$ cat src/rtl/mux4_2_pkg.sv
// rtl/mux4_2_pkg.sv - shared constants and types for the four-to-two lane merger
package mux4_2_pkg;
  localparam int WIDTH_DEFAULT = 8;

  typedef enum logic {
    ACCEPT = 1'b0,
    SECOND = 1'b1
  } phase_e;

  // Replicated to WIDTH wherever an idle lane must drive all-zero data.
  localparam logic IDLE_DATA_BIT = 1'b0;

  function automatic logic any_valid(input logic [3:0] valids);
    return |valids;
  endfunction
endpackage

$ cat src/rtl/mux4_2_if.sv
// rtl/mux4_2_if.sv - four-lane input side and two-lane output side of mux4_2
interface mux4_2_if
  import mux4_2_pkg::*;
#(
  parameter int WIDTH = WIDTH_DEFAULT
);
  logic [WIDTH-1:0] in0;
  logic [WIDTH-1:0] in1;
  logic [WIDTH-1:0] in2;
  logic [WIDTH-1:0] in3;
  logic             valid_in0;
  logic             valid_in1;
  logic             valid_in2;
  logic             valid_in3;
  logic             ready_in;
  logic [WIDTH-1:0] out0;
  logic [WIDTH-1:0] out1;
  logic             valid_out0;
  logic             valid_out1;
  logic             err_drop;

  modport master (
    output in0, in1, in2, in3,
    output valid_in0, valid_in1, valid_in2, valid_in3,
    input  ready_in,
    input  out0, out1, valid_out0, valid_out1,
    input  err_drop
  );

  modport slave (
    input  in0, in1, in2, in3,
    input  valid_in0, valid_in1, valid_in2, valid_in3,
    output ready_in,
    output out0, out1, valid_out0, valid_out1,
    output err_drop
  );
endinterface

$ cat src/rtl/mux_hold_reg.sv
// rtl/mux_hold_reg.sv - data+valid holding register with load enable and sync reset
module mux_hold_reg
  import mux4_2_pkg::*;
#(
  parameter int WIDTH = WIDTH_DEFAULT
) (
  input  logic             clk,
  input  logic             reset,
  input  logic             load,
  input  logic             d_valid,
  input  logic [WIDTH-1:0] d_data,
  output logic             q_valid,
  output logic [WIDTH-1:0] q_data
);
  logic [WIDTH:0] hold_q;
  logic [WIDTH:0] hold_d;

  // Invalid lanes are zeroed at capture so downstream never sees stale data.
  always_comb begin
    hold_d = hold_q;
    if (load) begin
      hold_d = d_valid ? {1'b1, d_data} : {1'b0, {WIDTH{IDLE_DATA_BIT}}};
    end
  end

  always_ff @(posedge clk) begin
    if (reset) begin
      hold_q <= '0;
    end else begin
      hold_q <= hold_d;
    end
  end

  assign q_valid = hold_q[WIDTH];
  assign q_data  = hold_q[WIDTH-1:0];
endmodule

$ cat src/rtl/mux4_2.sv
// rtl/mux4_2.sv - merges four lanes per two cycles onto a two-lane registered output
module mux4_2
  import mux4_2_pkg::*;
#(
  parameter int WIDTH = WIDTH_DEFAULT
) (
  input logic     clk,
  input logic     reset,
  mux4_2_if.slave bus
);
  phase_e phase_q;
  phase_e phase_d;
  logic   err_drop_q;
  logic   err_drop_d;
  logic   accept;

  logic             h_valid [4];
  logic [WIDTH-1:0] h_data  [4];
  logic             s2_valid;
  logic             s3_valid;
  logic [WIDTH-1:0] s2_data;
  logic [WIDTH-1:0] s3_data;

  assign accept = (phase_q == ACCEPT);

  always_comb begin
    phase_d    = accept ? SECOND : ACCEPT;
    err_drop_d = err_drop_q;
    if (!accept && any_valid({bus.valid_in3, bus.valid_in2, bus.valid_in1, bus.valid_in0})) begin
      err_drop_d = 1'b1;
    end
  end

  always_ff @(posedge clk) begin
    if (reset) begin
      phase_q    <= ACCEPT;
      err_drop_q <= 1'b0;
    end else begin
      phase_q    <= phase_d;
      err_drop_q <= err_drop_d;
    end
  end

  mux_hold_reg #(.WIDTH(WIDTH)) u_lane0 (
    .clk(clk), .reset(reset), .load(accept),
    .d_valid(bus.valid_in0), .d_data(bus.in0),
    .q_valid(h_valid[0]), .q_data(h_data[0])
  );
  mux_hold_reg #(.WIDTH(WIDTH)) u_lane1 (
    .clk(clk), .reset(reset), .load(accept),
    .d_valid(bus.valid_in1), .d_data(bus.in1),
    .q_valid(h_valid[1]), .q_data(h_data[1])
  );
  mux_hold_reg #(.WIDTH(WIDTH)) u_lane2 (
    .clk(clk), .reset(reset), .load(accept),
    .d_valid(bus.valid_in2), .d_data(bus.in2),
    .q_valid(h_valid[2]), .q_data(h_data[2])
  );
  mux_hold_reg #(.WIDTH(WIDTH)) u_lane3 (
    .clk(clk), .reset(reset), .load(accept),
    .d_valid(bus.valid_in3), .d_data(bus.in3),
    .q_valid(h_valid[3]), .q_data(h_data[3])
  );

  // Lanes 2/3 move to a second stage while the next group is being captured.
  mux_hold_reg #(.WIDTH(WIDTH)) u_stage2_lane2 (
    .clk(clk), .reset(reset), .load(!accept),
    .d_valid(h_valid[2]), .d_data(h_data[2]),
    .q_valid(s2_valid), .q_data(s2_data)
  );
  mux_hold_reg #(.WIDTH(WIDTH)) u_stage2_lane3 (
    .clk(clk), .reset(reset), .load(!accept),
    .d_valid(h_valid[3]), .d_data(h_data[3]),
    .q_valid(s3_valid), .q_data(s3_data)
  );

  assign bus.ready_in   = accept;
  assign bus.err_drop   = err_drop_q;
  assign bus.out0       = accept ? s2_data  : h_data[0];
  assign bus.out1       = accept ? s3_data  : h_data[1];
  assign bus.valid_out0 = accept ? s2_valid : h_valid[0];
  assign bus.valid_out1 = accept ? s3_valid : h_valid[1];
endmodule

$ cat src/flat_wrapper.sv
// flat-port wrapper written by rule: the top's interface ports become plain ports
module mux4_2_flat import mux4_2_pkg::*;
#(
  parameter int WIDTH = WIDTH_DEFAULT
)
  (clk, reset, bus_in0, bus_in1, bus_in2, bus_in3, bus_valid_in0, bus_valid_in1, bus_valid_in2, bus_valid_in3, bus_ready_in, bus_out0, bus_out1, bus_valid_out0, bus_valid_out1, bus_err_drop);
  mux4_2_if #(.WIDTH(WIDTH)) bus_i ();
  input logic clk;
  input logic reset;
  input wire logic [$bits(bus_i.in0)-1:0] bus_in0;
  input wire logic [$bits(bus_i.in1)-1:0] bus_in1;
  input wire logic [$bits(bus_i.in2)-1:0] bus_in2;
  input wire logic [$bits(bus_i.in3)-1:0] bus_in3;
  input wire logic [$bits(bus_i.valid_in0)-1:0] bus_valid_in0;
  input wire logic [$bits(bus_i.valid_in1)-1:0] bus_valid_in1;
  input wire logic [$bits(bus_i.valid_in2)-1:0] bus_valid_in2;
  input wire logic [$bits(bus_i.valid_in3)-1:0] bus_valid_in3;
  output wire logic [$bits(bus_i.ready_in)-1:0] bus_ready_in;
  output wire logic [$bits(bus_i.out0)-1:0] bus_out0;
  output wire logic [$bits(bus_i.out1)-1:0] bus_out1;
  output wire logic [$bits(bus_i.valid_out0)-1:0] bus_valid_out0;
  output wire logic [$bits(bus_i.valid_out1)-1:0] bus_valid_out1;
  output wire logic [$bits(bus_i.err_drop)-1:0] bus_err_drop;
  assign bus_i.in0 = bus_in0;
  assign bus_i.in1 = bus_in1;
  assign bus_i.in2 = bus_in2;
  assign bus_i.in3 = bus_in3;
  assign bus_i.valid_in0 = bus_valid_in0;
  assign bus_i.valid_in1 = bus_valid_in1;
  assign bus_i.valid_in2 = bus_valid_in2;
  assign bus_i.valid_in3 = bus_valid_in3;
  assign bus_ready_in = bus_i.ready_in;
  assign bus_out0 = bus_i.out0;
  assign bus_out1 = bus_i.out1;
  assign bus_valid_out0 = bus_i.valid_out0;
  assign bus_valid_out1 = bus_i.valid_out1;
  assign bus_err_drop = bus_i.err_drop;
  mux4_2 #(.WIDTH(WIDTH)) u_core (.clk(clk), .reset(reset), .bus(bus_i));
endmodule
$ cat config.mk
export PLATFORM = sky130hd
export DESIGN_NAME = mux4_2_flat
export DESIGN_NICKNAME = d
export VERILOG_FILES = /design/src/rtl/mux4_2_pkg.sv /design/src/rtl/mux4_2_if.sv /design/src/rtl/mux_hold_reg.sv /design/src/rtl/mux4_2.sv /design/src/flat_wrapper.sv
export SDC_FILE = /design/constraint.sdc
export NUM_CORES = 1
export LEC_CHECK = 0
export ABC_AREA = 1
export CAP_MARGIN = 20
export CORE_ASPECT_RATIO = 0.6
export CORE_MARGIN = 1
export CORE_UTILIZATION = 50
export DETAILED_ROUTE_END_ITERATION = 8
export PLACE_DENSITY = 0.83
export SYNTH_ARGS = -nofsm -noshare
export SYNTH_HDL_FRONTEND = slang
export SYNTH_SLANG_ARGS = --single-unit
$ cat constraint.sdc
create_clock -name clk -period 2 [get_ports clk]
set_input_delay 0.2 -clock clk [delete_from_list [all_inputs] [get_ports clk]]
set_output_delay 0.2 -clock clk [all_outputs]
set_load 0.02 [all_outputs]
# ---- After elaboration in Yosys (flattened, before gate mapping)
# Index checks and enable logic that the tools add are counted.
dict set report totals {
  n_memories 0
  word_cells 22
  ramBits 0
  romBits 0
  inputBits 38
  ff_bits 56
  out_inout_bits 20
  latch_bits 0
}
dict set report classes {
  addsub 0
  shifts 0
  n_mul 0
  reduce_logical 2
  magnitude_cmp 0
  div_mod_pow 0
  bitwise_logic 1
  muxes 11
  eq_ne 0
}
# operator n
set op_table {}
lappend op_table {{9-bit two-way mux} 6}
lappend op_table {{8-bit two-way mux} 2}
lappend op_table {{4-bit OR reduction} 1}
lappend op_table {{1-bit two-way mux} 3}
lappend op_table {{1-bit logical AND} 1}
lappend op_table {{1-bit inverter} 1}

# ---- Depth between registers and ports, before layout
dict set report logic_depth {
  ltp_word 2
  mapped_depth 6
  ltp_nobuf 5
}

# ---- Hierarchy
# Synthesis repeated with hierarchy kept, for this count alone.
dict set report unflattened {
  cells_unflattened 307
  area_unflattened_um2 2253.4
}
# mod cells_each instances area_each_um2 seq_area_each_um2
set modules_own_cells {}
lappend modules_own_cells {mux_hold_reg 40 6 326.6 180.2}
lappend modules_own_cells {mux4_2 67 1 294.0 40.0}

# ---- Least setup slack after synthesis
# No wires, ideal clock.
dict set report synth_path {
  kind {reg-to-output}
  start {reg u_core.phase_q}
  end {out bus_valid_out0}
  arrival_time_ns 0.924
  path_buffers 3
  setup_slack_ns 0.876
  required_ns 1.800
  stages_incl_launch_ff 7
  cell_sequence {dfxtp_1 > buf_6 > inv_6 > buf_8 > buf_12 > nand2_1 > nand2_1}
}
dict set report synth_between {
  elab_chain_len 1
}
# element line
set synth_rtl {}
lappend synth_rtl {{from (decl)} mux4_2.sv:11} ;# phase_e phase_q;
lappend synth_rtl {{from (signal assigned)} mux4_2.sv:39} ;# phase_q <= phase_d;
lappend synth_rtl {{1-bit two-way mux} mux4_2.sv:81} ;# assign bus.valid_out0 = accept ? s2_valid : h_valid[0];
lappend synth_rtl {{to (decl)} flat_wrapper.sv:21} ;# output wire logic [$bits(bus_i.valid_out0)-1:0] bus_valid_out0;
# Every way passes these cells.

# ---- Worst setup path after layout
dict set report layout_path {
  start {reg u_core.phase_q}
  end {out bus_out1[2]}
}
dict set report layout_between {
  elab_chain_len 1
}
# element line
set layout_rtl {}
lappend layout_rtl {{8-bit two-way mux} mux4_2.sv:80} ;# assign bus.out1 = accept ? s3_data : h_data[1];
lappend layout_rtl {{to (decl)} flat_wrapper.sv:20} ;# output wire logic [$bits(bus_i.out1)-1:0] bus_out1;
# Every way passes these cells.

==> out/metrics.cfg <==
[place]
io_buffer_count = 57
gp_congestion = 0.772
dp.cells = 355
placed_cell_area_um2 = 2590
post-dp-hpwl_um = 3290

[setup_path]
cpPeakStageDelay_ns = 0.61
crit_top_cell = nand2_1
cp_max_fo = 23
cp-start-kind = register
r2r_start = u_core.phase_q
crit_arrival_ns = 1.70
reg2reg_slack_ns = 0.73
cp_top_family = buffers and inverters
reg2reg_depth = 4
r2r_end = u_core.u_lane3.hold_q[8]
required_ns = 1.80
worstSetupPathType = reg -> out
crit_chain = inv_6 > nand2_1 > nand2_1 > clkdlybuf4s50_1
crit_buf_inv = 2
cpMaxStageDelayCell = clkdlybuf4s50_1
endpoint_kind = primary output

[die]
die_w_um = 84.4
dieHeight_um = 51.4
core_um2 = 3790
io_pins = 58
rows = 17
die_area_um2 = 4340
start_util = 0.538

[global_routing]
antenna_found_initial = 0
grt_usage = 0.228
grt_max_degree = 57
grt-ovfl-total = 0
grt_pass1_wl_um = 7610
grt_pass1_vias = 1597

[layout]
fin_cells = 364
area_growth_pct = 33.4
regArea_um2 = 1120
final_common_cell = nand2_1
mostFrequentLayoutCells = nand2_1, a21oi_1, dfxtp_1
fin_area_um2 = 2720
multiInputGateArea_um2 = 782
diodes = 0
drive_gt1_frac = 0.0536
fillers = 309
num-nets-final = 354

[sta]
hold_viol_final = 0
setup_viol = 0
fmax_mhz = 527
maxSlewViolCount = 0
slew-limit-headroom = 0.636
period_needed_ns = 1.90
timing.final.crit_share = 0.949
hold_slack_ns = 0.438
setup-tns-final_ns = 0
rsz0062_at_grt = false
worstMarginPinSlew_ns = 0.546
clock_skew_ns = 0.00865

[synth]
ys_seq_area_frac = 0.551
yosysUniqueCellTypes = 13
syn_area_um2 = 2040
syn_nets = 300
avgSynthCellArea_um2 = 7.77
synth_seq_cells = 56
synth_warnings = 0
syn-instance-count = 262

[detailed_routing]
wl_um = 4770
vias = 1857
wl_per_cell_um = 13.1
drc = 8
vias_per_cell = 5.10
postRouteAntennaNets = 0
drt-pass1-iter-count = 6
drtIter0Drc = 182

[outcome]
violations = DRC
status = complete, but fails checks

[run]
max_cap_violations = 0

[clock_tree]
cts-htree-levels = 2
root_buffer = clkbuf_8
cts_tree = done
ctsHoldBuffers = 0
cts_buffers = 5
clkSlewWorstSetupHoldPaths_ns = 0.10
clkLatencyLatePin_ns = 0.30
cts.sinks = 56
clock_path_buffers = 2

[power_and_ir_drop]
powerDensity_nw_per_um2 = 788
ir_worst_vdd_uv = 455
p_leak_uw = 0.00114
finalPower_uw = 2140

[worst_hold_path]
holdPathStages = 3
hp-start = bus_in3[1]
min_to = u_core.u_lane3.hold_q[1]
hp-class = in -> reg

worst max path at each step:
| stage | cells after the start | start | slack, ns | end |
|---|---|---|---|---|
| after floorplan | 6 | u_core.phase_q | 0.88 | bus_valid_out0 |
| after global placement | 4 | u_core.phase_q | 0.30 | bus_out1[5] |
| after detailed placement | 4 | u_core.phase_q | 0.23 | bus_out1[2] |
| after CTS | 4 | u_core.phase_q | 0.04 | bus_out1[2] |
| after global routing | 4 | u_core.phase_q | 0.03 | bus_out1[2] |
| final | 4 | u_core.phase_q | 0.10 | bus_out1[2] |
what timing repair did:
action | in CTS | in global routing
setup endpoints to repair | 13 | 4
gates resized for setup | 1 | 2
setup buffers | 0 | 1
pin swaps | 0 | 0
per-layer routing:
| layer | track usage | vias up | wire (um) |
|---|---|---|---|
| li1 | - | 949 | - |
| met1 | 0.348 | 830 | 2340 |
| met2 | 0.324 | 75 | 2060 |
| met3 | 0.0517 | 3 | 365 |
| met4 | 0.0508 | 0 | 13 |
| met5 | 0 | - | 0 |
cells by family (layout without fill, tap and decap cells):
| kind of cell | after synthesis | in the layout | share of synthesized area |
|---|---|---|---|
| buffers and inverters | 22 | 77 | 0.0652 |
| DFF | 56 | 56 | 0.551 |
| and+or+nand+nor | 129 | 129 | 0.249 |
| AOI/OAI and AO/OA | 55 | 55 | 0.135 |
worst reg2reg max path, delay by kind of cell (launching register included):
| kind | cells | cell delay [ns] |
|---|---|---|
| flip-flops | 1 | 0.46 |
| buffers and inverters | 2 | 0.46 |
| AO/OA/AOI/OAI | 1 | 0.17 |
| AND/OR/NAND/NOR | 1 | 0.12 |
cell type report:
type / instances / share of cell area
sequential: 56 / 0.414
multi-input combinational: 184 / 0.288
timing repair buffer: 63 / 0.227
clock buffer: 6 / 0.0267
tap: 47 / 0.0216
clock inverter: 2 / 0.0129
inverter: 6 / 0.0101
cells in the mapped netlist:
cell type / n / area share
dfxtp_1: 56 / 0.55
inv_6: 1 / 0.0043
inv_1: 5 / 0.0092
clkbuf_1: 5 / 0.0092
buf_2: 8 / 0.020
a21oi_1: 55 / 0.14
nand2_1: 109 / 0.20
nand2_2: 1 / 0.0031
buf_12: 1 / 0.0098
buf_6: 1 / 0.0055
nand3_1: 16 / 0.039
nor2_1: 3 / 0.0055
buf_8: 1 / 0.0074
through the flow:
step / setup WS [ns] / utilization
after floorplan: 0.876 / -
after global placement: 0.299 / 0.685
after detailed placement: 0.231 / 0.685
after CTS: 0.0353 / 0.714
after global routing: 0.0283 / 0.717
final: 0.103 / 0.717
state kept, by name (all words and copies together) (netlist names):
name	count
u_core.bus.err_drop	1
u_core.phase_q	1
u_core.u_lane0.hold_q	9
u_core.u_lane1.hold_q	9
u_core.u_lane2.hold_q	9
u_core.u_lane3.hold_q	9
u_core.u_stage2_lane2.hold_q	9
u_core.u_stage2_lane3.hold_q	9
where the power goes:
group	internal [uW]	switching, uW	total (uW)
Clock	372	340	711
Sequential	1150	28.6	1180
Combinational	123	122	246
No activity file was read; power rests on OpenSTA's default activity.
